**config.mk**
```make
export PLATFORM = sky130hd
export DESIGN_NAME = pong_game_fsm_flat
export DESIGN_NICKNAME = d
export VERILOG_FILES = /design/src/rtl/pong_game_fsm_pkg.sv /design/src/rtl/pong_game_fsm_if.sv /design/src/rtl/pong_game_fsm_paddle_hit.sv /design/src/rtl/pong_game_fsm.sv /design/src/flat_wrapper.sv
export SDC_FILE = /design/constraint.sdc
export NUM_CORES = 1
export LEC_CHECK = 0
export BUFFER_PORTS_ARGS = -buffer_cell sky130_fd_sc_hd__buf_4
export CORE_ASPECT_RATIO = 0.8
export CORE_MARGIN = 1.5
export CORE_UTILIZATION = 40
export DETAILED_ROUTE_END_ITERATION = 10
export MAX_ROUTING_LAYER = met4
export PLACE_DENSITY = 0.6
export RECOVER_POWER = 100
export SLEW_MARGIN = 20
export SYNTH_ARGS = -nofsm -noshare
export SYNTH_HDL_FRONTEND = slang
export SYNTH_SLANG_ARGS = --single-unit
```
**constraint.sdc**
```tcl
create_clock -name i_clk -period 7.5 [get_ports i_clk]
set_input_delay 0.375 -clock i_clk [delete_from_list [all_inputs] [get_ports i_clk]]
set_output_delay 0.375 -clock i_clk [all_outputs]
set_load 0.05 [all_outputs]
```
**src/rtl/pong_game_fsm_pkg.sv**
```systemverilog
// ---------------------------------------------------------------------------
// pong_game_fsm_pkg
//   Shared pong constants and types: playfield size in grid cells, paddle
//   length, match score limit, coordinate/score widths and the supervisor
//   FSM state type. The ball controller, paddle control and renderer use
//   the same values, so they live in one place.
// ---------------------------------------------------------------------------
package pong_game_fsm_pkg;

  localparam int unsigned GAME_WIDTH    = 40;  // grid columns
  localparam int unsigned GAME_HEIGHT   = 30;  // grid rows
  localparam int unsigned PADDLE_HEIGHT = 6;   // paddle length in rows
  localparam int unsigned SCORE_LIMIT   = 9;   // points that win a match

  localparam int unsigned COORD_W = 6;         // grid coordinate width
  localparam int unsigned SCORE_W = 4;         // score width (limit <= 15)

  typedef enum logic [2:0] {
    ST_IDLE      = 3'd0,
    ST_RUNNING   = 3'd1,
    ST_POINT     = 3'd2,
    ST_CLEANUP   = 3'd3,
    ST_GAME_OVER = 3'd4
  } state_t;

  // Saturating score increment: never moves past the limit.
  function automatic logic [SCORE_W-1:0] score_inc(
    input logic [SCORE_W-1:0] score,
    input logic [SCORE_W-1:0] limit
  );
    return (score >= limit) ? score : score + 1'b1;
  endfunction

endpackage

```
**src/rtl/pong_game_fsm_if.sv**
```systemverilog
// ---------------------------------------------------------------------------
// pong_game_fsm_if
//   Signal bundle between the pong game supervisor and its neighbours.
//   Inputs (i_*): debounced start button, ball position from the ball
//   controller, paddle top rows. Outputs (o_*): rally enable for the ball
//   controller, scores, one-cycle point pulses, match-over flag and winner.
//   slave  : the supervisor (consumes i_*, drives o_*)
//   master : the surrounding system / testbench (drives i_*, consumes o_*)
// ---------------------------------------------------------------------------
interface pong_game_fsm_if;
  import pong_game_fsm_pkg::*;

  logic               i_start;
  logic [COORD_W-1:0] i_ball_x;
  logic [COORD_W-1:0] i_ball_y;
  logic [COORD_W-1:0] i_paddle_p1_y;
  logic [COORD_W-1:0] i_paddle_p2_y;

  logic               o_game_active;
  logic [SCORE_W-1:0] o_p1_score;
  logic [SCORE_W-1:0] o_p2_score;
  logic               o_point_p1;
  logic               o_point_p2;
  logic               o_game_over;
  logic               o_winner;

  modport slave (
    input  i_start, i_ball_x, i_ball_y, i_paddle_p1_y, i_paddle_p2_y,
    output o_game_active, o_p1_score, o_p2_score,
           o_point_p1, o_point_p2, o_game_over, o_winner
  );

  modport master (
    output i_start, i_ball_x, i_ball_y, i_paddle_p1_y, i_paddle_p2_y,
    input  o_game_active, o_p1_score, o_p2_score,
           o_point_p1, o_point_p2, o_game_over, o_winner
  );

endinterface

```
**src/rtl/pong_game_fsm_paddle_hit.sv**
```systemverilog
// ---------------------------------------------------------------------------
// pong_paddle_hit
//   Combinational test of whether the ball row lies within a paddle span.
//   ball_y_i   : ball row
//   paddle_y_i : paddle top row
//   hit_o      : 1 when paddle_y_i <= ball_y_i < paddle_y_i + PADDLE_HEIGHT
// ---------------------------------------------------------------------------
module pong_paddle_hit
  import pong_game_fsm_pkg::*;
#(
  parameter int unsigned PADDLE_HEIGHT_P = PADDLE_HEIGHT
) (
  input  logic [COORD_W-1:0] ball_y_i,
  input  logic [COORD_W-1:0] paddle_y_i,
  output logic               hit_o
);

  // One extra bit so a paddle near the bottom of the 6-bit range cannot
  // wrap its lower edge around to row 0.
  logic [COORD_W:0] ball_w;
  logic [COORD_W:0] top_w;
  logic [COORD_W:0] end_w;

  always_comb begin
    ball_w = {1'b0, ball_y_i};
    top_w  = {1'b0, paddle_y_i};
    end_w  = top_w + (COORD_W + 1)'(PADDLE_HEIGHT_P);
    hit_o  = (ball_w >= top_w) && (ball_w < end_w);
  end

endmodule

```
**src/rtl/pong_game_fsm.sv**
```systemverilog
// ---------------------------------------------------------------------------
// pong_game_fsm
//   Game supervisor for VGA pong on the 25 MHz pixel clock. Starts rallies on
//   a rising edge of the start button, detects paddle misses at the goal
//   columns, keeps both scores, and ends the match at the score limit.
//   i_clk : pixel clock
//   i_rst : synchronous, active-high reset
//   bus   : pong_game_fsm_if.slave (start, ball/paddle positions in;
//           rally enable, scores, point pulses, game over, winner out)
//   All outputs are registered.
// ---------------------------------------------------------------------------
module pong_game_fsm
  import pong_game_fsm_pkg::*;
#(
  parameter int unsigned c_game_width    = GAME_WIDTH,
  parameter int unsigned c_game_height   = GAME_HEIGHT,
  parameter int unsigned c_paddle_height = PADDLE_HEIGHT,
  parameter int unsigned c_score_limit   = SCORE_LIMIT
) (
  input  logic           i_clk,
  input  logic           i_rst,
  pong_game_fsm_if.slave bus
);

  localparam logic [COORD_W-1:0] GOAL_P1   = '0;
  localparam logic [COORD_W-1:0] GOAL_P2   = COORD_W'(c_game_width - 1);
  localparam logic [COORD_W-1:0] CENTRE_X  = COORD_W'(c_game_width / 2);
  localparam logic [COORD_W-1:0] CENTRE_Y  = COORD_W'(c_game_height / 2);
  localparam logic [SCORE_W-1:0] SCORE_MAX = SCORE_W'(c_score_limit);

  state_t             state_q, state_d;
  logic               start_q;
  logic [SCORE_W-1:0] p1_score_q, p1_score_d;
  logic [SCORE_W-1:0] p2_score_q, p2_score_d;
  logic               active_q, active_d;
  logic               point_p1_q, point_p1_d;
  logic               point_p2_q, point_p2_d;
  logic               game_over_q, game_over_d;
  logic               winner_q, winner_d;

  logic start_rise;
  logic p1_hit, p2_hit;
  logic p1_miss, p2_miss;
  logic ball_centred;
  logic limit_reached;

  pong_paddle_hit #(.PADDLE_HEIGHT_P(c_paddle_height)) u_hit_p1 (
    .ball_y_i   (bus.i_ball_y),
    .paddle_y_i (bus.i_paddle_p1_y),
    .hit_o      (p1_hit)
  );

  pong_paddle_hit #(.PADDLE_HEIGHT_P(c_paddle_height)) u_hit_p2 (
    .ball_y_i   (bus.i_ball_y),
    .paddle_y_i (bus.i_paddle_p2_y),
    .hit_o      (p2_hit)
  );

  always_comb begin
    start_rise    = bus.i_start & ~start_q;
    p1_miss       = (bus.i_ball_x == GOAL_P1) && !p1_hit;
    p2_miss       = (bus.i_ball_x == GOAL_P2) && !p2_hit;
    ball_centred  = (bus.i_ball_x == CENTRE_X) && (bus.i_ball_y == CENTRE_Y);
    limit_reached = (p1_score_q == SCORE_MAX) || (p2_score_q == SCORE_MAX);
  end

  // State register plus registered outputs.
  always_ff @(posedge i_clk) begin
    if (i_rst) begin
      state_q     <= ST_IDLE;
      start_q     <= bus.i_start;  // a button held through reset is not an edge
      p1_score_q  <= '0;
      p2_score_q  <= '0;
      active_q    <= 1'b0;
      point_p1_q  <= 1'b0;
      point_p2_q  <= 1'b0;
      game_over_q <= 1'b0;
      winner_q    <= 1'b0;
    end else begin
      state_q     <= state_d;
      start_q     <= bus.i_start;
      p1_score_q  <= p1_score_d;
      p2_score_q  <= p2_score_d;
      active_q    <= active_d;
      point_p1_q  <= point_p1_d;
      point_p2_q  <= point_p2_d;
      game_over_q <= game_over_d;
      winner_q    <= winner_d;
    end
  end

  // Next-state logic.
  always_comb begin
    state_d = state_q;
    unique case (state_q)
      ST_IDLE:      if (start_rise) state_d = ST_RUNNING;
      ST_RUNNING:   if (p1_miss || p2_miss) state_d = ST_POINT;
      ST_POINT:     state_d = limit_reached ? ST_GAME_OVER : ST_CLEANUP;
      // Wait for the ball controller to recentre so a stale goal position
      // cannot score again on the next start.
      ST_CLEANUP:   if (ball_centred) state_d = ST_IDLE;
      ST_GAME_OVER: if (start_rise) state_d = ST_IDLE;
      default:      state_d = ST_IDLE;
    endcase
  end

  // Output logic: next values for the registered outputs. Flags follow the
  // state being entered so they change on the same edge as the state.
  always_comb begin
    p1_score_d = p1_score_q;
    p2_score_d = p2_score_q;
    point_p1_d = 1'b0;
    point_p2_d = 1'b0;

    if (state_q == ST_RUNNING) begin
      if (p1_miss) begin
        p2_score_d = score_inc(p2_score_q, SCORE_MAX);
        point_p2_d = 1'b1;
      end else if (p2_miss) begin
        p1_score_d = score_inc(p1_score_q, SCORE_MAX);
        point_p1_d = 1'b1;
      end
    end

    if (state_q == ST_GAME_OVER && start_rise) begin
      p1_score_d = '0;
      p2_score_d = '0;
    end

    active_d    = (state_d == ST_RUNNING);
    game_over_d = (state_d == ST_GAME_OVER);
    winner_d    = (state_d == ST_GAME_OVER) && (p2_score_d == SCORE_MAX);
  end

  assign bus.o_game_active = active_q;
  assign bus.o_p1_score    = p1_score_q;
  assign bus.o_p2_score    = p2_score_q;
  assign bus.o_point_p1    = point_p1_q;
  assign bus.o_point_p2    = point_p2_q;
  assign bus.o_game_over   = game_over_q;
  assign bus.o_winner      = winner_q;

endmodule

```
**src/flat_wrapper.sv**
```systemverilog
// flat-port wrapper written by rule: the top's interface ports become plain ports
module pong_game_fsm_flat import pong_game_fsm_pkg::*;
#(
  parameter int unsigned c_game_width    = GAME_WIDTH,
  parameter int unsigned c_game_height   = GAME_HEIGHT,
  parameter int unsigned c_paddle_height = PADDLE_HEIGHT,
  parameter int unsigned c_score_limit   = SCORE_LIMIT
)
  (i_clk, i_rst, bus_i_start, bus_i_ball_x, bus_i_ball_y, bus_i_paddle_p1_y, bus_i_paddle_p2_y, bus_o_game_active, bus_o_p1_score, bus_o_p2_score, bus_o_point_p1, bus_o_point_p2, bus_o_game_over, bus_o_winner);
  pong_game_fsm_if bus_i ();
  input  logic i_clk;
  input  logic i_rst;
  input wire logic [$bits(bus_i.i_start)-1:0] bus_i_start;
  input wire logic [$bits(bus_i.i_ball_x)-1:0] bus_i_ball_x;
  input wire logic [$bits(bus_i.i_ball_y)-1:0] bus_i_ball_y;
  input wire logic [$bits(bus_i.i_paddle_p1_y)-1:0] bus_i_paddle_p1_y;
  input wire logic [$bits(bus_i.i_paddle_p2_y)-1:0] bus_i_paddle_p2_y;
  output wire logic [$bits(bus_i.o_game_active)-1:0] bus_o_game_active;
  output wire logic [$bits(bus_i.o_p1_score)-1:0] bus_o_p1_score;
  output wire logic [$bits(bus_i.o_p2_score)-1:0] bus_o_p2_score;
  output wire logic [$bits(bus_i.o_point_p1)-1:0] bus_o_point_p1;
  output wire logic [$bits(bus_i.o_point_p2)-1:0] bus_o_point_p2;
  output wire logic [$bits(bus_i.o_game_over)-1:0] bus_o_game_over;
  output wire logic [$bits(bus_i.o_winner)-1:0] bus_o_winner;
  assign bus_i.i_start = bus_i_start;
  assign bus_i.i_ball_x = bus_i_ball_x;
  assign bus_i.i_ball_y = bus_i_ball_y;
  assign bus_i.i_paddle_p1_y = bus_i_paddle_p1_y;
  assign bus_i.i_paddle_p2_y = bus_i_paddle_p2_y;
  assign bus_o_game_active = bus_i.o_game_active;
  assign bus_o_p1_score = bus_i.o_p1_score;
  assign bus_o_p2_score = bus_i.o_p2_score;
  assign bus_o_point_p1 = bus_i.o_point_p1;
  assign bus_o_point_p2 = bus_i.o_point_p2;
  assign bus_o_game_over = bus_i.o_game_over;
  assign bus_o_winner = bus_i.o_winner;
  pong_game_fsm #(.c_game_width(c_game_width), .c_game_height(c_game_height), .c_paddle_height(c_paddle_height), .c_score_limit(c_score_limit)) u_core (.i_clk(i_clk), .i_rst(i_rst), .bus(bus_i));
endmodule
```
==> key figures, run 1 <==
Run status
  • Status: completed

Synth
  • Post-synth cell types: 46
  • Flop and latch count out of synthesis: 17
  • Synthesized instance count: 189
  • Synth Cell Area: 1570 µm²
  • Leading area contributor after synthesis: ha_1
  • Synth top area share: 0.238
  • Syn nets: 246
  • Yosys warns: 0
  • Asr flop ratio synth: 0
  • Mean Syn Cell Area: 8.33 µm²
  • Post-synth top flop: dfxtp_1
  • Top cells by area, synth: ha_1 (24%), dfxtp_1 (22%), inv_1 (4.5%), a21oi_1 (3.5%), o21ai_0 (3.2%)
  • Seq/Total Area, Yosys: 0.216
  • Number of synthesized flops with an enable pin: 0

Final layout
  • Area grow syn2layout: 21.5%
  • Diode count: 0
  • Fin cells: 286
  • Final instance area: 1910 µm²
  • Nets@finish: 289
  • Layout cells sized above 1: 0.165

Route
  • Per-cell routed wire length: 12.4 µm
  • Remaining DRCs: 0
  • WL final: 3.53 mm
  • First DRT Iteration DRCs: 81
  • First-pass DRT Iterations: 4
  • ANT nets after route: 0
  • Via count: 1,455
  • Vias per cell: 5.09

Critical path
  • Critical Path RT: 7.67 ns
  • Critical path class: reg2reg
  • Slowest-stage cell, CP: or4b_1
  • CP arrival: 2.78 ns
  • CP Cell Sequence: inv_1 > ha_1 > or3b_2 > a21oi_2 > o41ai_1 > o2bb2a_1 > or4b_1 > a211oi_1
  • Crit. End Element: flop
  • Max FO, Critical Path: 6
  • Max incr delay on CP: 0.50 ns
  • CP Launch Type: flop

Global route
  • Met3 GRT Util: 0.0425
  • Initial antenna violation count: 0
  • Overflow after GRT: 0
  • Met1 GRT Util: 0.257
  • Tot GR Track Use: 0.189
  • Vias in the first global route: 1,388
  • Met2 Track Usage GR: 0.288
  • Largest net degree at the start of global routing: 11
  • Busiest layer in global routing: met2
  • First-pass GRT wire length: 6.20 mm

Clock tree
  • CTS buffer count: 3
  • Clk buf depth: 2
  • H-tree depth: 1
  • Post-cts repair resize count: 0
  • Setup Buffers After CTS: 0
  • CTS tree: yes
  • Clk slew on worst S/H paths: 0.06 ns
  • Worst-Skew Late Latency: 0.25 ns
  • Root Buffer: clkbuf_8
  • Clock sinks: 17
  • Hold-fix buffers, CTS: 0

Place
  • Post-Place Cells: 282
  • Port bufs: 39
  • Final RePlAce weighted congestion: 0.848
  • Post-DP HPWL: 3.01 mm
  • Area after DPL: 1920 µm²

Power and ir drop
  • Max rail drop VDD: 64.4 µV
  • Comb power frac: 0.269
  • Pleak: 0.890 nW
  • Switching Share: 0.285
  • Clk pwr share: 0.308
  • Switching power: 0.0626 mW
  • Power after layout: 0.219 mW
  • Pint: 0.157 mW
  • Seq pwr share: 0.423
  • Power Dens Cells: 115 nW/µm²

STA
  • Tmin final: 2.61 ns
  • Final hold violations: 0
  • F_max: 384 MHz
  • Final Skew: 0.00151 ns
  • Setup_tns: 0 ns
  • Max transition margin: 0.599
  • Max Slew Vio Count: 0
  • Fin crit share: 0.347
  • Final setup fails: 0
  • Unrepaired setup endpoints after global routing: false
  • Worst slew pin tran: 0.586 ns

Flow run
  • Max Cap Violations: 0

Die
  • Core area: 3780 µm²
  • Cell row count: 20
  • Die Width: 73.1 µm
  • Initial Util: 0.417
  • Die H: 59.1 µm
  • Die area: 4320 µm²
  • # IOs: 40

Min path
  • Hold WC Path Type: in2reg
[flip-flops by register name, indices dropped and copies added, names as in the netlist]
name,count
u_core.bus.o_point_p2,1
u_core.bus.o_game_active,1
u_core.start_q,1
u_core.bus.o_winner,1
u_core.bus.o_p1_score,4
u_core.bus.o_p2_score,4
u_core.bus.o_game_over,1
u_core.state_q,3
u_core.bus.o_point_p1,1
[synthesized netlist by cell type (all sizes together), types with 2 or more instances]
cell type / instances
nand3: 5
nand4: 3
xor2: 2
ha: 30
dfxtp: 17
a211oi: 2
a21o: 5
nand2: 13
mux2i: 4
a31oi: 2
o211a: 2
or3b: 2
nor3: 8
or2: 2
a21oi: 12
or3: 4
nor4: 4
xnor2: 5
o21ai: 10
nand2b: 7
nor2: 12
nor3b: 2
inv: 19
[per-layer routing]
| metal | share of wire | wire length (µm) | vias up |
|---|---|---|---|
| met2 | 0.44 | 1540 | 22 |
| met5 | 0 | 0 | - |
| met4 | 0.0028 | 10 | 0 |
| li1 | - | - | 773 |
| met1 | 0.52 | 1840 | 658 |
| met3 | 0.040 | 142 | 2 |
[cell usage in the layout, fill, tap and decap left out, types with 4 or more instances in the layout]
master    count
a21o_1        4
a21oi_1      11
buf_4        23
clkbuf_1     15
dfxtp_1      17
ha_1         30
inv_1        19
mux2i_1       4
nand2_1      13
nand2b_1      7
nand3_1       5
nor2_1       12
nor3_1        8
o21ai_0      10
xnor2_1       5
[final cells by class]
class	count	area (µm²)
timing repair buffer	39	236
clock buffer	3	41.3
inverter	19	71.3
clock inverter	1	5.00
tap	55	68.8
multi-input combinational	152	1150
fill	383	1870
sequential	17	340
[power by group through the flow]
stage / clock network [mW] / registers [mW] / logic [mW]
2_1_floorplan: 0 / 0.0961 / 0.0342
3_3_place_gp: 0 / 0.0948 / 0.0602
3_5_place_dp: 0 / 0.0947 / 0.0604
4_1_cts: 0.0705 / 0.0927 / 0.0606
5_1_grt: 0.0734 / 0.0929 / 0.0691
6_report: 0.0676 / 0.0927 / 0.0590
[critical path, delay by kind of cell, from the launching register on]
kind | cells | cell delay [ns]
compound gates | 4 | 0.85
fa+ha+maj | 1 | 0.19
buf+inv | 1 | 0.09
flops | 1 | 0.42
simple gates | 2 | 0.97
[cell families after synthesis]
kind of cell / count (synthesis) / synth area share
muxes: 4 / 0.0254
adders and majority gates: 30 / 0.238
xor gates and xnor gates: 7 / 0.0390
buffers and inverters: 20 / 0.0525
AOI/OAI and AO/OA: 42 / 0.176
and+or+nand+nor: 69 / 0.252
DFF: 17 / 0.216
[path summary, 6_finish.rpt]
kind / cells past startpoint / slack (ns) / start / to
min reg2reg: 2 / 0.52 / u_core.bus.o_p1_score[1] / u_core.bus.o_p1_score[1]
max: 8 / 4.89 / u_core.bus.o_p2_score[1] / u_core.bus.o_winner
max reg2reg: 8 / 4.89 / u_core.bus.o_p2_score[1] / u_core.bus.o_winner
min: 1 / 0.26 / bus_i_start / u_core.start_q
[metrics by stage]
step                       util  hold WS, ns  setup WS [ns]
after detailed placement  0.509        0.493           4.74
final                     0.506        0.255           4.89
after global routing      0.506        0.248           4.67
after global placement    0.509        0.492           4.79
after CTS                 0.522        0.224           4.94
after floorplan               -        0.403           4.68
No activity file was read; power rests on OpenSTA's default activity.
==> run 2: changes to the inputs <==
clock period = 2.6 ns   (was 7.5 ns; I/O delays follow)
==> key figures, run 2 (synthesis gave the netlist of run 1 again) <==
Final layout
  • Nets@finish: 292 (+1.0%)
  • Area grow syn2layout: 23.8%
  • Filler Cell Count: 409 (+6.8%)
  • Layout cells sized above 1: 0.188 (+0.0235)
  • Commonest non-fill, non-tap cells in the layout: ha_1 (30), buf_4 (26), inv_1 (19), dfxtp_1 (15), clkbuf_1 (14)
  • Fin util: 0.516 (+0.00927)
  • Register Area: 345 µm² (+1.5%)
  • Final instance area: 1950 µm² (+1.8%)
  • Multi-input gate area: 1150 µm² (+0.11%)
  • Diode count: 0 (unchanged)
  • Commonest non-fill, non-tap cell in the layout: ha_1
  • Fin cells: 289 (+1.0%)

STA
  • Worst slew pin tran: 0.595 ns (+0.00914 ns)
  • F_max: 409 MHz (+6.6%)
  • Max Slew Vio Count: 0 (unchanged)
  • Tmin final: 2.44 ns (-0.161 ns)
  • Fin crit share: 0.940 (+0.593)
  • Final Skew: 0.00507 ns (+0.00357 ns)
  • Max transition margin: 0.605 (+0.00571)
  • Final hold violations: 0 (unchanged)
  • Final setup fails: 0 (unchanged)
  • Unrepaired setup endpoints after global routing: false
  • Setup_tns: 0 ns (unchanged)

Critical path
  • CP Launch Type: flop
  • Worst r2r dst: u_core.bus.o_winner
  • Max FO, Critical Path: 6 (unchanged)
  • Critical path class: reg2reg
  • Critical Path RT: 2.77 ns (-4.90 ns)
  • Reg-to-reg startpoint: u_core.bus.o_p2_score[1]
  • Slowest-stage cell, CP: or4b_1
  • Buffers & Inverters on Critical Path: 1 (unchanged)
  • R2R depth: 8 (unchanged)
  • Crit path max-delay family: simple AND/OR/NAND/NOR gates
  • CP arrival: 2.62 ns (-0.16 ns)
  • Max incr delay on CP: 0.48 ns (-0.02 ns)
  • Reg-to-reg setup timing slack: 0.16 ns (-4.74 ns)
  • Crit. End Element: flop
  • CP Cell Sequence: inv_1 > ha_1 > or3b_2 > a21oi_2 > o41ai_1 > o2bb2a_2 > or4b_1 > a211oi_1

Clock tree
  • Clk slew on worst S/H paths: 0.07 ns (about the same)
  • Clk buf depth: 2 (unchanged)
  • Root Buffer: clkbuf_8
  • H-tree depth: 1 (unchanged)
  • Worst-Skew Late Latency: 0.25 ns (about the same)
  • Setup Buffers After CTS: 0 (unchanged)
  • CTS tree: yes
  • CTS buffer count: 3 (unchanged)
  • Clock sinks: 17 (unchanged)

Global route
  • Overflow after GRT: 0 (unchanged)
  • First-pass GRT wire length: 6.27 mm (+1.0%)
  • Initial antenna violation count: 0 (unchanged)
  • Largest net degree at the start of global routing: 11 (unchanged)
  • Tot GR Track Use: 0.190 (+0.00134)
  • Vias in the first global route: 1,377 (-0.79%)

Min path
  • Hold_sp: i_rst
  • Hold Path Stages: 2 (+1)
  • Hold WC Path Type: in2reg
  • Hold EP: u_core.bus.o_point_p2

Die
  • Die area: 4320 µm² (unchanged)
  • Core area: 3780 µm² (unchanged)
  • Cell row count: 20 (unchanged)
  • Die Width: 73.1 µm (unchanged)
  • Die H: 59.1 µm (unchanged)
  • Initial Util: 0.417 (unchanged)
  • # IOs: 40 (unchanged)

Place
  • Post-Place Cells: 284 (+0.71%)
  • Port bufs: 39 (unchanged)
  • Post-DP HPWL: 3.03 mm (+0.70%)
  • Area after DPL: 1940 µm² (+1.0%)
  • Final RePlAce weighted congestion: 0.834 (-1.7%)

Power and ir drop
  • Pleak: 0.909 nW (+2.2%)
  • Power after layout: 0.634 mW (+190%)
  • Power Dens Cells: 326 nW/µm² (+180%)
  • Max rail drop VDD: 206 µV (+220%)

Route
  • ANT nets after route: 0 (unchanged)
  • M1 wire length: 1.98 mm (+7.9%)
  • Detail Route met2 WL: 1.55 mm (+0.71%)
  • Max layer used: met3
  • Vias per cell: 4.95 (-2.7%)
  • WL final: 3.66 mm (+3.5%)
  • First DRT Iteration DRCs: 90 (+11%)
  • Remaining DRCs: 0 (unchanged)
  • Met3 routed WL: 122 µm (-14%)
  • First-pass DRT Iterations: 4 (unchanged)
  • Per-cell routed wire length: 12.7 µm (+2.5%)
  • Via count: 1,430 (-1.7%)

Flow run
  • Max Cap Violations: 0 (unchanged)

Run status
  • Status: completed
==> run 2: worst max-delay path by stage <==
stage,from,end,slack [ns],depth (start not counted)
final,u_core.bus.o_p2_score[1],u_core.bus.o_winner,0.16,8
after global routing,u_core.bus.o_p2_score[1],u_core.bus.o_winner,0.05,8
after CTS,u_core.bus.o_p2_score[1],u_core.bus.o_winner,0.15,8
after detailed placement,bus_i_paddle_p1_y[1],u_core.bus.o_p1_score[2],0.10,13
after global placement,u_core.bus.o_p2_score[1],u_core.bus.o_winner,0.19,8
after floorplan,u_core.bus.o_p2_score[1],u_core.bus.o_winner,0.08,9
==> run 2: final cells by class <==
type | count | share of cell area
clock buffer | 3 | 0.0212
inverter | 19 | 0.0366
sequential | 17 | 0.177
clock inverter | 1 | 0.00257
multi-input combinational | 152 | 0.591
tap | 55 | 0.0353
timing repair buffer | 42 | 0.136
==> run 2: report_power, final <==
part           switching (mW)  internal (mW)
Sequential            0.00359          0.263
Combinational          0.0897         0.0858
Clock                  0.0860          0.106
Total                   0.179          0.455
==> run 2: worst register-to-register path: cells and delay by family (launching register included) <==
family | cells | cell delay (ns)
compound gates | 4 | 0.79
simple gates | 2 | 0.95
flops | 1 | 0.37
buf+inv | 1 | 0.06
fa+ha+maj | 1 | 0.19
==> run 2: layer usage <==
layer | vias to the layer above | GRT usage
met5 | - | -
met4 | 0 | 0.00809
met3 | 0 | 0.0408
met2 | 27 | 0.284
met1 | 627 | 0.275
li1 | 776 | -
==> run 2: metrics by stage <==
stage          hold WS, ns  setup WS [ns]
2_1_floorplan        0.158         0.0832
3_3_place_gp         0.247          0.193
3_5_place_dp         0.249          0.100
4_1_cts             0.0903          0.154
5_1_grt             0.0885         0.0535
6_report            0.0979          0.155
==> run 2: what timing repair did <==
item                                   in CTS  in global routing
gates resized for setup                     0                  0
hold buffers                                1                  0
endpoints found under the hold margin       1                  0
==> run 3: changes to the inputs <==
SYNTH_HIERARCHICAL = 1   (was default)
==> key figures, run 3 <==
Synth
  • Number of synthesized flops with an enable pin: 0 (unchanged)
  • Post-synth top cells: ha_1 (30), inv_1 (19), dfxtp_1 (17), nor2_1 (14)
  • Leading area contributor after synthesis: ha_1
  • Flop and latch count out of synthesis: 17 (unchanged)
  • Seq/Total Area, Yosys: 0.225 (+0.00895)
  • Top cells by area, synth: ha_1 (25%), dfxtp_1 (23%), inv_1 (4.7%), xnor2_1 (4.1%), nor2_1 (3.5%)
  • Most numerous cell in the Yosys netlist: ha_1
  • Synth Cell Area: 1510 µm² (-4.0%)
  • Yosys warns: 6 (+6)
  • Mean Syn Cell Area: 8.54 µm² (+2.5%)
  • Syn nets: 234 (-4.9%)
  • Post-synth cell types: 42 (-8.7%)
  • Asr flop ratio synth: 0 (unchanged)
  • Synthesized instance count: 177 (-6.3%)
  • Post-synth top flop: dfxtp_1
  • Synth top area share: 0.248 (+0.00987)

Place
  • Post-DP HPWL: 2.91 mm (-3.9%)
  • Setup WS pre-CTS: 0.00866 ns (-0.0917 ns)
  • Area after DPL: 1850 µm² (-5.0%)
  • Final RePlAce weighted congestion: 0.944 (+13%)
  • Port bufs: 39 (unchanged)

Die
  • Die H: 58.0 µm (-1.9%)
  • Initial Util: 0.430 (+0.0130)
  • # IOs: 40 (unchanged)
  • Cell row count: 19 (-5.0%)
  • Core area: 3520 µm² (-6.9%)
  • Die Width: 71.7 µm (-1.9%)
  • Die area: 4160 µm² (-3.8%)

Flow run
  • Max Cap Violations: 0 (unchanged)

Critical path
  • CP Cell Sequence: buf_4 > inv_1 > ha_1 > nor3_1 > xnor2_1 > ha_1 > o21ai_1 > nand2b_1 > a31oi_1 > or3b_1 > a2111oi_4 > nand2_2 > xor2_1 > nor2_1
  • Critical path class: in2reg
  • Critical Path RT: 2.73 ns (-0.04 ns)
  • Crit path max-delay family: simple AND/OR/NAND/NOR gates
  • CP arrival: 2.48 ns (-0.14 ns)
  • Max incr delay on CP: 0.50 ns (+0.02 ns)
  • Slowest-stage cell, CP: a2111oi_4
  • Crit. End Element: flop
  • Max FO, Critical Path: 5 (-1)
  • Crit-path most repeated cell: ha_1
  • CP Launch Type: input pin
  • Buffers & Inverters on Critical Path: 2 (+1)

Power and ir drop
  • Power Dens Cells: 342 nW/µm² (+5.1%)
  • Pleak: 0.818 nW (-10%)
  • Max rail drop VDD: 189 µV (-8.5%)

Route
  • ANT nets after route: 0 (unchanged)
  • First DRT Iteration DRCs: 31 (-66%)
  • Remaining DRCs: 3 (+3)
  • Via count: 1,338 (-6.4%)
  • WL final: 3.46 mm (-5.5%)
  • Vias per cell: 5.13 (+3.6%)
  • First-pass DRT Iterations: 7 (+3)
  • Per-cell routed wire length: 13.2 µm (+4.6%)

Final layout
  • Final instance area: 1850 µm² (-5.0%)
  • Layout cells sized above 1: 0.169 (-0.0191)
  • Diode count: 0 (unchanged)
  • Fin util: 0.526 (+0.0104)
  • Multi-input gate area: 1090 µm² (-5.7%)
  • Commonest non-fill, non-tap cells in the layout: ha_1 (30), buf_4 (25), inv_1 (19), dfxtp_1 (17), nor2_1 (14)
  • Register Area: 340 µm² (-1.4%)
  • Nets@finish: 277 (-5.1%)
  • Area grow syn2layout: 22.4%
  • Commonest non-fill, non-tap cell in the layout: ha_1
  • Filler Cell Count: 355 (-13%)

Global route
  • First-pass GRT wire length: 5.91 mm (-5.7%)
  • Overflow after GRT: 0 (unchanged)
  • Largest net degree at the start of global routing: 11 (unchanged)
  • Tot GR Track Use: 0.186 (-0.00348)
  • Vias in the first global route: 1,327 (-3.6%)
  • Initial antenna violation count: 0 (unchanged)

STA
  • Worst slew pin tran: 0.610 ns (+0.0147 ns)
  • Tmin final: 2.36 ns (-0.0880 ns)
  • Setup_tns: 0 ns (unchanged)
  • Final hold violations: 0 (unchanged)
  • Max transition margin: 0.595 (-0.00976)
  • Final Skew: 0.00742 ns (+0.00235 ns)
  • F_max: 424 MHz (+3.7%)
  • Final WS setup: 0.243 ns (+0.0880 ns)
  • Fin crit share: 0.906 (-0.0338)
  • Final setup fails: 0 (unchanged)
  • Unrepaired setup endpoints after global routing: false
  • Max Slew Vio Count: 0 (unchanged)

Clock tree
  • Root Buffer: clkbuf_8
  • Worst-Skew Late Latency: 0.25 ns (about the same)
  • Clock sinks: 17 (unchanged)
  • CTS buffer count: 3 (unchanged)
  • H-tree depth: 1 (unchanged)
  • Clk slew on worst S/H paths: 0.07 ns (about the same)
  • Post-cts repair resize count: 0 (unchanged)
  • Clk buf depth: 2 (unchanged)
  • CTS tree: yes

Run status
  • Failing checks: DRC
  • Status: complete, but fails checks

Min path
  • Hold WC Path Type: in2reg
[run 3: through the flow]
step	cells	hold slack (ns)	power, mW
after floorplan	177	0.158	0.376
after CTS	261	0.101	0.646
final	261	0.103	0.633
after global placement	256	0.241	0.440
after detailed placement	256	0.246	0.446
after global routing	261	0.105	0.686
[run 3: layout make-up]
type                       instances  area share
sequential                        17       0.184
multi-input combinational        139       0.587
clock inverter                     1     0.00270
timing repair buffer              40       0.137
tap                               42      0.0284
clock buffer                       3      0.0223
inverter                          19      0.0385
[run 3: path summary, 6_finish.rpt]
check | start | endpoint | slack [ns] | cells after the start
min | i_rst | u_core/state_q[0] | 0.10 | 2
max | bus_i_paddle_p2_y[1] | u_core/bus.o_p1_score[2] | 0.24 | 14
min reg2reg | u_core/bus.o_p1_score[3] | u_core/bus.o_p1_score[3] | 0.52 | 2
max reg2reg | u_core/bus.o_p1_score[1] | u_core/bus.o_p1_score[2] | 0.60 | 7
[run 3: routing by layer]
| layer | routed length (µm) | GRT usage |
|---|---|---|
| met1 | 1920 | 0.269 |
| met3 | 136 | 0.0383 |
| met4 | 8 | 0.0162 |
| met2 | 1400 | 0.280 |
| met5 | 0 | - |
[run 3: logic make-up after synthesis]
kind of cell / synth area share
AO/OA/AOI/OAI: 0.159
XOR/XNOR: 0.0580
adder cells (fa/ha/maj): 0.248
buffers and inverters: 0.0530
flip-flops: 0.225
multiplexers: 0.0132
AND/OR/NAND/NOR: 0.243
[run 3: where the power goes]
group	internal [mW]	switching [mW]
sequential	0.264	0.00329
clock	0.106	0.0869
combinational	0.0842	0.0887
[run 3: timing repair]
item / in CTS / in global routing
endpoints found under the hold margin: 1 / 0
hold buffers: 1 / 0
endpoints found under the setup margin: 0 / 0
buffers inserted: 0 / 0
[run 3: worst reg2reg max path, cell delays in order, from the launching register on]
cell and delay [ns]:
dfxtp_1 0.39, inv_1 0.10, ha_1 0.20, or3b_4 0.38, a2111oi_4 0.52, nand2_2 0.10
xor2_1 0.15, nor2_1 0.06
